File: config.mk
export PLATFORM = sky130hd
export DESIGN_NAME = mandelbrot_iter_ctrl
export DESIGN_NICKNAME = d
export VERILOG_FILES = /design/src/rtl/mandelbrot_pkg.sv /design/src/rtl/mandelbrot_iter_ctrl.sv
export SDC_FILE = /design/constraint.sdc
export NUM_CORES = 1
export LEC_CHECK = 0
export CORE_MARGIN = 8
export CORE_UTILIZATION = 48
export CTS_CLUSTER_SIZE = 25
export DETAILED_ROUTE_END_ITERATION = 16
export PLACE_DENSITY = 0.91
export SLEW_MARGIN = 20
export SYNTH_ARGS = -nofsm -noshare
export SYNTH_HDL_FRONTEND = slang
export SYNTH_SLANG_ARGS = --single-unit
File: constraint.sdc
create_clock -name clk -period 5.8 [get_ports clk]
set_input_delay 1.16 -clock clk [delete_from_list [all_inputs] [get_ports clk]]
set_output_delay 1.16 -clock clk [all_outputs]
set_load 0.02 [all_outputs]
File: src/rtl/mandelbrot_pkg.sv
// Shared constants and FSM encoding for the Mandelbrot iteration path.
// Complex components are signed Q4.28; the step unit squares them and realigns.
package mandelbrot_pkg;

    localparam int WORD_LEN      = 32;
    localparam int FRAC_BITS     = 28;
    localparam int ITER_W        = 16;
    // Right shift that brings a Q8.56 product back to Q4.28.
    localparam int PRE_MUL_SHIFT = FRAC_BITS;
    // Escape radius squared (4.0) in Q4.28.
    localparam logic [WORD_LEN-1:0] MANDEL_INFINITY = 32'h4000_0000;

    typedef enum logic [1:0] {
        IDLE    = 2'd0,
        ITERATE = 2'd1,
        DONE    = 2'd2
    } state_t;

endpackage

File: src/rtl/mandelbrot_iter_ctrl.sv
// Per-pixel iteration sequencer: feeds z/c to the external z^2+c step unit each
// cycle, counts iterations until escape or the limit, and hands back the count.
module mandelbrot_iter_ctrl #(
    parameter int WORD_LEN  = mandelbrot_pkg::WORD_LEN,
    parameter int FRAC_BITS = mandelbrot_pkg::FRAC_BITS,
    parameter int ITER_W    = mandelbrot_pkg::ITER_W
) (
    input  logic                clk,
    input  logic                rst_n,
    input  logic                start_valid,
    output logic                start_ready,
    input  logic [WORD_LEN-1:0] c_real,
    input  logic [WORD_LEN-1:0] c_imag,
    input  logic [ITER_W-1:0]   max_iter,
    output logic [WORD_LEN-1:0] z_real_o,
    output logic [WORD_LEN-1:0] z_imag_o,
    output logic [WORD_LEN-1:0] c_real_o,
    output logic [WORD_LEN-1:0] c_imag_o,
    input  logic [WORD_LEN-1:0] next_z_real,
    input  logic [WORD_LEN-1:0] next_z_imag,
    input  logic                finished,
    output logic                result_valid,
    input  logic                result_ready,
    output logic [ITER_W-1:0]   iter_count,
    output logic                escaped,
    output logic [1:0]          dbg_state
);
    import mandelbrot_pkg::*;

    // Handshakes: a transfer happens on a rising edge where valid and ready are
    // both 1; valid never depends on ready, and ready depends only on state.

    if (FRAC_BITS >= WORD_LEN) begin : g_bad_frac
        $error("FRAC_BITS must be smaller than WORD_LEN");
    end

    state_t              state, state_nxt;
    logic [WORD_LEN-1:0] z_real_q, z_imag_q, c_real_q, c_imag_q;
    logic [ITER_W-1:0]   cnt, limit, cnt_inc, iter_count_q;
    logic                escaped_q;

    assign cnt_inc      = cnt + ITER_W'(1);
    assign z_real_o     = z_real_q;
    assign z_imag_o     = z_imag_q;
    assign c_real_o     = c_real_q;
    assign c_imag_o     = c_imag_q;
    assign iter_count   = iter_count_q;
    assign escaped      = escaped_q;
    assign dbg_state    = state;

    always_ff @(posedge clk or negedge rst_n) begin
        if (!rst_n) state <= IDLE;
        else        state <= state_nxt;
    end

    always_comb begin
        state_nxt    = state;
        start_ready  = 1'b0;
        result_valid = 1'b0;
        case (state)
            IDLE: begin
                start_ready = 1'b1;
                if (start_valid)
                    state_nxt = (max_iter == '0) ? DONE : ITERATE;
            end
            ITERATE: begin
                if (finished || cnt_inc == limit)
                    state_nxt = DONE;
            end
            DONE: begin
                result_valid = 1'b1;
                if (result_ready)
                    state_nxt = IDLE;
            end
            default: state_nxt = IDLE;
        endcase
    end

    always_ff @(posedge clk or negedge rst_n) begin
        if (!rst_n) begin
            z_real_q     <= '0;
            z_imag_q     <= '0;
            c_real_q     <= '0;
            c_imag_q     <= '0;
            cnt          <= '0;
            limit        <= '0;
            iter_count_q <= '0;
            escaped_q    <= 1'b0;
        end else begin
            case (state)
                IDLE: begin
                    if (start_valid) begin
                        c_real_q <= c_real;
                        c_imag_q <= c_imag;
                        limit    <= max_iter;
                        z_real_q <= '0;
                        z_imag_q <= '0;
                        cnt      <= '0;
                        if (max_iter == '0) begin
                            iter_count_q <= '0;
                            escaped_q    <= 1'b0;
                        end
                    end
                end
                ITERATE: begin
                    // Escape wins over the limit; z is left at the escaping value.
                    if (finished) begin
                        iter_count_q <= cnt;
                        escaped_q    <= 1'b1;
                    end else begin
                        z_real_q <= next_z_real;
                        z_imag_q <= next_z_imag;
                        cnt      <= cnt_inc;
                        if (cnt_inc == limit) begin
                            iter_count_q <= limit;
                            escaped_q    <= 1'b0;
                        end
                    end
                end
                default: ;
            endcase
        end
    end

endmodule

==> results.cfg, run 1 <==
[power_and_ir_drop]
power_uw = 5924
irDropWorstVdd_mv = 0.3175
leakagePower_uw = 0.005412
power_density_nw_per_um2 = 509.7

[die]
die_w_um = 144.8
core-area_um2 = 16410
ioPinCount = 298
die_area_um2 = 20980
initial_core_util_pct = 48.56
row_count = 47
fp.dieH_um = 144.8

[clock_network]
post_cts_buffers = 0
htreeDepth = 4
clk_latency_ns = 0.44
clkTransAtPathRegs_ns = 0.07
clockBufferDepth = 2
clockRootBuffer = clkbuf_16
cts_tree = built
numCtsBuffers = 17
cts.sinks = 179
postCtsHoldBufs = 0
ctsResizeCount = 0

[timing]
slew_viol_final = 0
setup_violations = 0
worst_slew_pin_slew_ns = 0.9263
max-slew-margin-rel_pct = 38.05
layout_min_cycle_time_ns = 3.706
rsz0062_at_grt = no
skew_ns = 0.01099
post-route-period-util_pct = 63.89
max_freq_mhz = 269.9
hold_violations = 0
tns_ns = 0

[final_layout]
stdcell_count = 1374
area_growth_syn_to_layout_pct = 45.87
fin_util_pct = 70.84
final_common_cell = nand2_1
drive_above_1_share_pct = 6.672
layout_common_cells = nand2_1, clkdlybuf4s50_1, dfrtp_1
diodes = 0
fin_nets = 1291

[flow_run]
drv_cap = 0

[placement]
dp_cells = 1342
port_buffers = 297
dp_hpwl_um = 18460
finalWeightedCongestion = 0.8906

[drt]
via_per_inst = 5.385
avgRoutedWirePerCell_um = 18.64
drt_wl_total_um = 25610
drt_iter0_markers = 664
drc = 0
first_pass_iters = 5
vias = 7399
ant_nets = 0

[grt]
grt_max_degree = 104
track_usage_pct = 24.43
grt_pass1_vias = 7506
antenna_found_initial = 0
grt_pass1_wl_um = 39810
grt_overflow = 0

[setup_path]
cp_top_family = compound AO/OA/AOI/OAI gates
path_cells = ha_1, nand3_1, or4_1, nand4b_1, o31ai_1, o22ai_2, o21a_1, o211ai_1
cpPeakStageDelay_ns = 0.78
crit_slowest_cell = o21a_1
cp.required_ns = 6.07
endpoint_kind = flop
cp_max_fo = 18
worstPathArrival_ns = 3.97
crit_path_start_kind = flop
crit_buf_inv = 0
criticalPathCategory = flop to flop

[synth]
netlist_area_um2 = 7968
synth_seq_cells = 179
synthDistinctLibCells = 55
async_flop_share_pct = 100.0
syn_inst = 878
synth_warnings = 0
synth.avg_cell_area_um2 = 9.075
synth_edf_count = 0
yosysSeqAreaShare_pct = 56.22
ys.flop_type = dfrtp_1
synth_nets = 1028

[outcome]
status = finished clean

[worst_hold_path]
min-delay-path-class = flop to flop
==> path summary, 6_finish.rpt <==
check                                 start       endpoint  slack [ns]  cells after the start
worst max-delay path                 cnt[0]  iter_count[2]        2.09                      8
worst min-delay path            z_real_o[2]    z_real_o[2]        0.47                      2
worst max register to register       cnt[0]  iter_count[2]        2.09                      8
worst min register to register  z_real_o[2]    z_real_o[2]        0.47                      2
max in group asynchronous             rst_n   c_real_o[22]        4.07                      2
min in group asynchronous             rst_n       limit[3]        0.74                      1
==> synth_stat cells (2+ instances only) <==
cell | count | area share, %
and4_1 | 2 | 0.22
dfrtp_1 | 179 | 56
o31ai_1 | 7 | 0.66
o21ai_0 | 23 | 1.4
buf_2 | 4 | 0.25
a31oi_1 | 4 | 0.31
nor2_1 | 20 | 0.94
clkbuf_1 | 51 | 2.4
buf_6 | 2 | 0.28
and3_1 | 6 | 0.47
xor2_1 | 5 | 0.55
nor2b_1 | 2 | 0.16
o211ai_2 | 8 | 1.3
o211ai_1 | 25 | 2.4
inv_1 | 4 | 0.19
a22o_1 | 20 | 2.2
nor4_1 | 6 | 0.47
a211oi_2 | 2 | 0.31
nand2b_1 | 3 | 0.24
nand2_1 | 373 | 18
nand4_1 | 3 | 0.24
nand3_1 | 57 | 3.6
and2_1 | 2 | 0.16
a21oi_1 | 7 | 0.44
mux2i_1 | 2 | 0.25
o41ai_1 | 2 | 0.22
buf_1 | 2 | 0.094
xnor2_1 | 10 | 1.1
a211oi_1 | 4 | 0.38
nor3_1 | 4 | 0.25
mux2_2 | 15 | 2.1
==> cell families (layout without fill, tap and decap cells) <==
kind of cell | Yosys count | in the layout | synth area share, %
buf+inv | 64 | 340 | 3.313
compound gates | 112 | 112 | 10.69
fa+ha+maj | 1 | 1 | 0.1570
mux | 17 | 17 | 2.371
flops | 179 | 179 | 56.22
simple gates | 490 | 490 | 25.60
xor+xnor | 15 | 15 | 1.649
==> routing by layer <==
metal	wire (µm)	GRT usage, %	up-vias
li1	-	-	3449
met1	9755	28.22	3554
met2	12560	40.68	339
met3	2515	9.121	57
met4	782	8.927	0
met5	0	0	-
==> worst min-delay path, delay by kind of cell (launching register included) <==
family,cells,cell delay [ns]
DFF,1,0.34
and+or+nand+nor,2,0.10
==> per-stage QoR <==
stage               setup slack [ns]  instance area, µm²  hold slack [ns]
detailed placement             1.871               11060           0.4545
floorplan                      3.151                7968           0.4765
global route                   1.854               11620           0.4917
CTS                            2.158               11620           0.4699
finish                         2.094               11620           0.4658
global placement               1.949               11060           0.4493
==> sequential cells by signal, indices dropped and copies added, names as in the netlist <==
name,count
cnt,16
z_real_o,32
limit,16
escaped,1
c_imag_o,32
dbg_state,2
z_imag_o,32
c_real_o,32
iter_count,16
==> power breakdown <==
| part | total, µW | internal [µW] | switching [µW] | leakage (µW) |
|---|---|---|---|---|
| combinational | 2780 | 1170 | 1610 | 0.00284 |
| clock | 1100 | 587 | 515 | 0.000269 |
| sequential | 2040 | 1710 | 333 | 0.00230 |
| total | 5920 | 3470 | 2460 | 0.00541 |
==> area by class of cell <==
| class | instances | area, µm² |
|---|---|---|
| inverters | 4 | 15.01 |
| clock inverters | 12 | 106.4 |
| clock buffers | 20 | 456.7 |
| fillers | 1160 | 4785 |
| multi-input cells | 635 | 3251 |
| well taps | 220 | 275.3 |
| flip-flops and latches | 179 | 4479 |
| repair buffers | 304 | 3039 |
No activity file was read; power rests on OpenSTA's default activity.
==> run 2: changes to the inputs <==
--- a/config.mk
+++ b/config.mk
@@ -6,10 +6,10 @@
 export NUM_CORES = 1
 export LEC_CHECK = 0
 export CORE_MARGIN = 8
-export CORE_UTILIZATION = 48
+export CORE_UTILIZATION = 45
 export CTS_CLUSTER_SIZE = 25
 export DETAILED_ROUTE_END_ITERATION = 16
-export PLACE_DENSITY = 0.91
+export PLACE_DENSITY = 0.86
 export SLEW_MARGIN = 20
 export SYNTH_ARGS = -nofsm -noshare
 export SYNTH_HDL_FRONTEND = slang
==> constraint.sdc (replaced) <==
create_clock -name clk -period 3.53 [get_ports clk]
set_input_delay 0.706 -clock clk [delete_from_list [all_inputs] [get_ports clk]]
set_output_delay 0.706 -clock clk [all_outputs]
set_load 0.02 [all_outputs]
==> run 2 against run 1 <==
Sequential cell count is the same. Non-clock buffer count grew 9. Clock-buffer cell count shrank 1. Worst hold slack lost 0.17 ns. Largest power group unchanged. Die area grew 5.9%. First-iteration DRC count shrank 21%. Fmax grew 21%. Global-route usage shrank 1.9 points. Core utilization shrank 3.0 points. Highest routed layer unchanged. Cell area grew 0.95%. Cell count grew 0.95%. Combinational power grew 67%.
==> results.cfg, run 2 (synthesized netlist as in run 1, its figures left out) <==
[drt]
via_per_inst = 5.242
avgRoutedWirePerCell_um = 18.27
first_pass_iters = 5
drt_wl_total_um = 25340
vias = 7271
drt_iter0_markers = 525
drc = 0
ant_nets = 0

[timing]
rsz0062_at_grt = no
hold_violations = 0
max-slew-margin-rel_pct = 42.95
tns_ns = 0
setup_violations = 0
worst_slew_pin_slew_ns = 0.8557
skew_ns = 0.01147
post-route-period-util_pct = 86.94
max_freq_mhz = 325.8
slew_viol_final = 0
layout_min_cycle_time_ns = 3.069

[placement]
finalWeightedCongestion = 0.9137
dpl-instance-area_um2 = 11160
dp_cells = 1356
dp_hpwl_um = 18450
port_buffers = 297

[grt]
grt_max_degree = 81
grt_overflow = 0
track_usage_pct = 22.51
grt_pass1_wl_um = 39520
grt_pass1_vias = 7348
antenna_found_initial = 0

[clock_network]
htreeDepth = 4
cts.sinks = 179
clkTransAtPathRegs_ns = 0.06
post_cts_buffers = 0
clockRootBuffer = clkbuf_16
clockBufferDepth = 2
numCtsBuffers = 17
cts_tree = built
ctsResizeCount = 0
postCtsHoldBufs = 0
clk_latency_ns = 0.42

[flow_run]
drv_cap = 0

[die]
fp.dieH_um = 149.1
ioPinCount = 298
die_area_um2 = 22220
die_w_um = 149.1
core-area_um2 = 17300
initial_core_util_pct = 46.06
row_count = 48

[setup_path]
cp_max_fo = 18
crit_slowest_cell = o21a_1
worstPathArrival_ns = 3.32
cpPeakStageDelay_ns = 0.72
crit_buf_inv = 0
path_cells = ha_1, nand3_1, or4_1, nand4b_1, o31ai_1, o22ai_2, o21a_1, o211ai_1
criticalPathCategory = flop to flop
regToRegSetupSlack_ns = 0.46
cp_top_family = compound AO/OA/AOI/OAI gates
crit_path_start_kind = flop
endpoint_kind = flop
cp.required_ns = 3.79

[final_layout]
area_growth_syn_to_layout_pct = 47.25
layout_common_cells = nand2_1, clkdlybuf4s50_1, dfrtp_1
final_common_cell = nand2_1
fill_cells = 1367
multi_input_area_um2 = 3251
drive_above_1_share_pct = 7.401
fin_nets = 1300
seq_area_um2 = 4479
diodes = 0
stdcell_count = 1387
stdcell_area_um2 = 11730

[power_and_ir_drop]
power_uw = 9811
irDropWorstVdd_mv = 0.4796
leakagePower_uw = 0.005474
power_density_nw_per_um2 = 836.2

[worst_hold_path]
min-delay-path-class = primary input to async pin

[outcome]
status = finished clean
## run 2: cell types whose count changed in the layout (fill, tap and decap cells not counted), sizes merged
cell / before / now
buf: 8 / 17
bufinv: 0 / 1
clkbuf: 20 / 19
clkinv: 0 / 4
clkinvlp: 3 / 2
inv: 13 / 9
## run 2: area by class of cell
class,instances,share of cell area [%]
Clock buffer,19,3.861
Clock inverter,12,1.034
Inverter,4,0.1280
Multi-Input combinational cell,635,27.71
Sequential cell,179,38.18
Tap cell,225,2.399
Timing Repair Buffer,313,26.69
## run 2: stage by stage
stage               hold slack (ns)  worst slack, ns  util [%]
floorplan                    0.4104           0.9391         -
global placement             0.4486           0.6124     64.51
detailed placement           0.4546           0.4960     64.51
CTS                          0.3172           0.4966     67.83
global route                 0.3287           0.2780     67.83
finish                       0.2931           0.4609     67.83
## run 2: metal layers
metal	routed length [µm]	vias to the layer above	share of wire, %	GRT usage, %
li1	-	3462	-	-
met1	9940	3427	39	26.96
met5	0	-	0	0
met2	11790	328	47	34.66
met4	906	0	3.6	10.70
met3	2697	54	11	9.284
## run 2: worst register-to-register path, stage by stage, from the launching register on
cell      delay (ns)
dfrtp_1         0.45
ha_1            0.30
nand3_1         0.26
or4_1           0.58
nand4b_1        0.12
o31ai_1         0.08
o22ai_2         0.20
o21a_1          0.72
o211ai_1        0.20
## run 2: worst paths after layout
kind,startpoint,to,cells past startpoint
worst min-delay path,rst_n,z_imag_o[1],1
max in group asynchronous,rst_n,iter_count[6],2
worst min register to register,z_imag_o[26],z_imag_o[26],2
worst max register to register,cnt[0],iter_count[2],8
min in group clk,z_imag_o[26],z_imag_o[26],2
worst max-delay path,cnt[0],iter_count[2],8
## run 2: power breakdown
part	internal (µW)	leakage [µW]	switching (µW)
clock	1020	0.000280	825
sequential	2810	0.00230	527
combinational	1970	0.00289	2660
total	5800	0.00547	4010
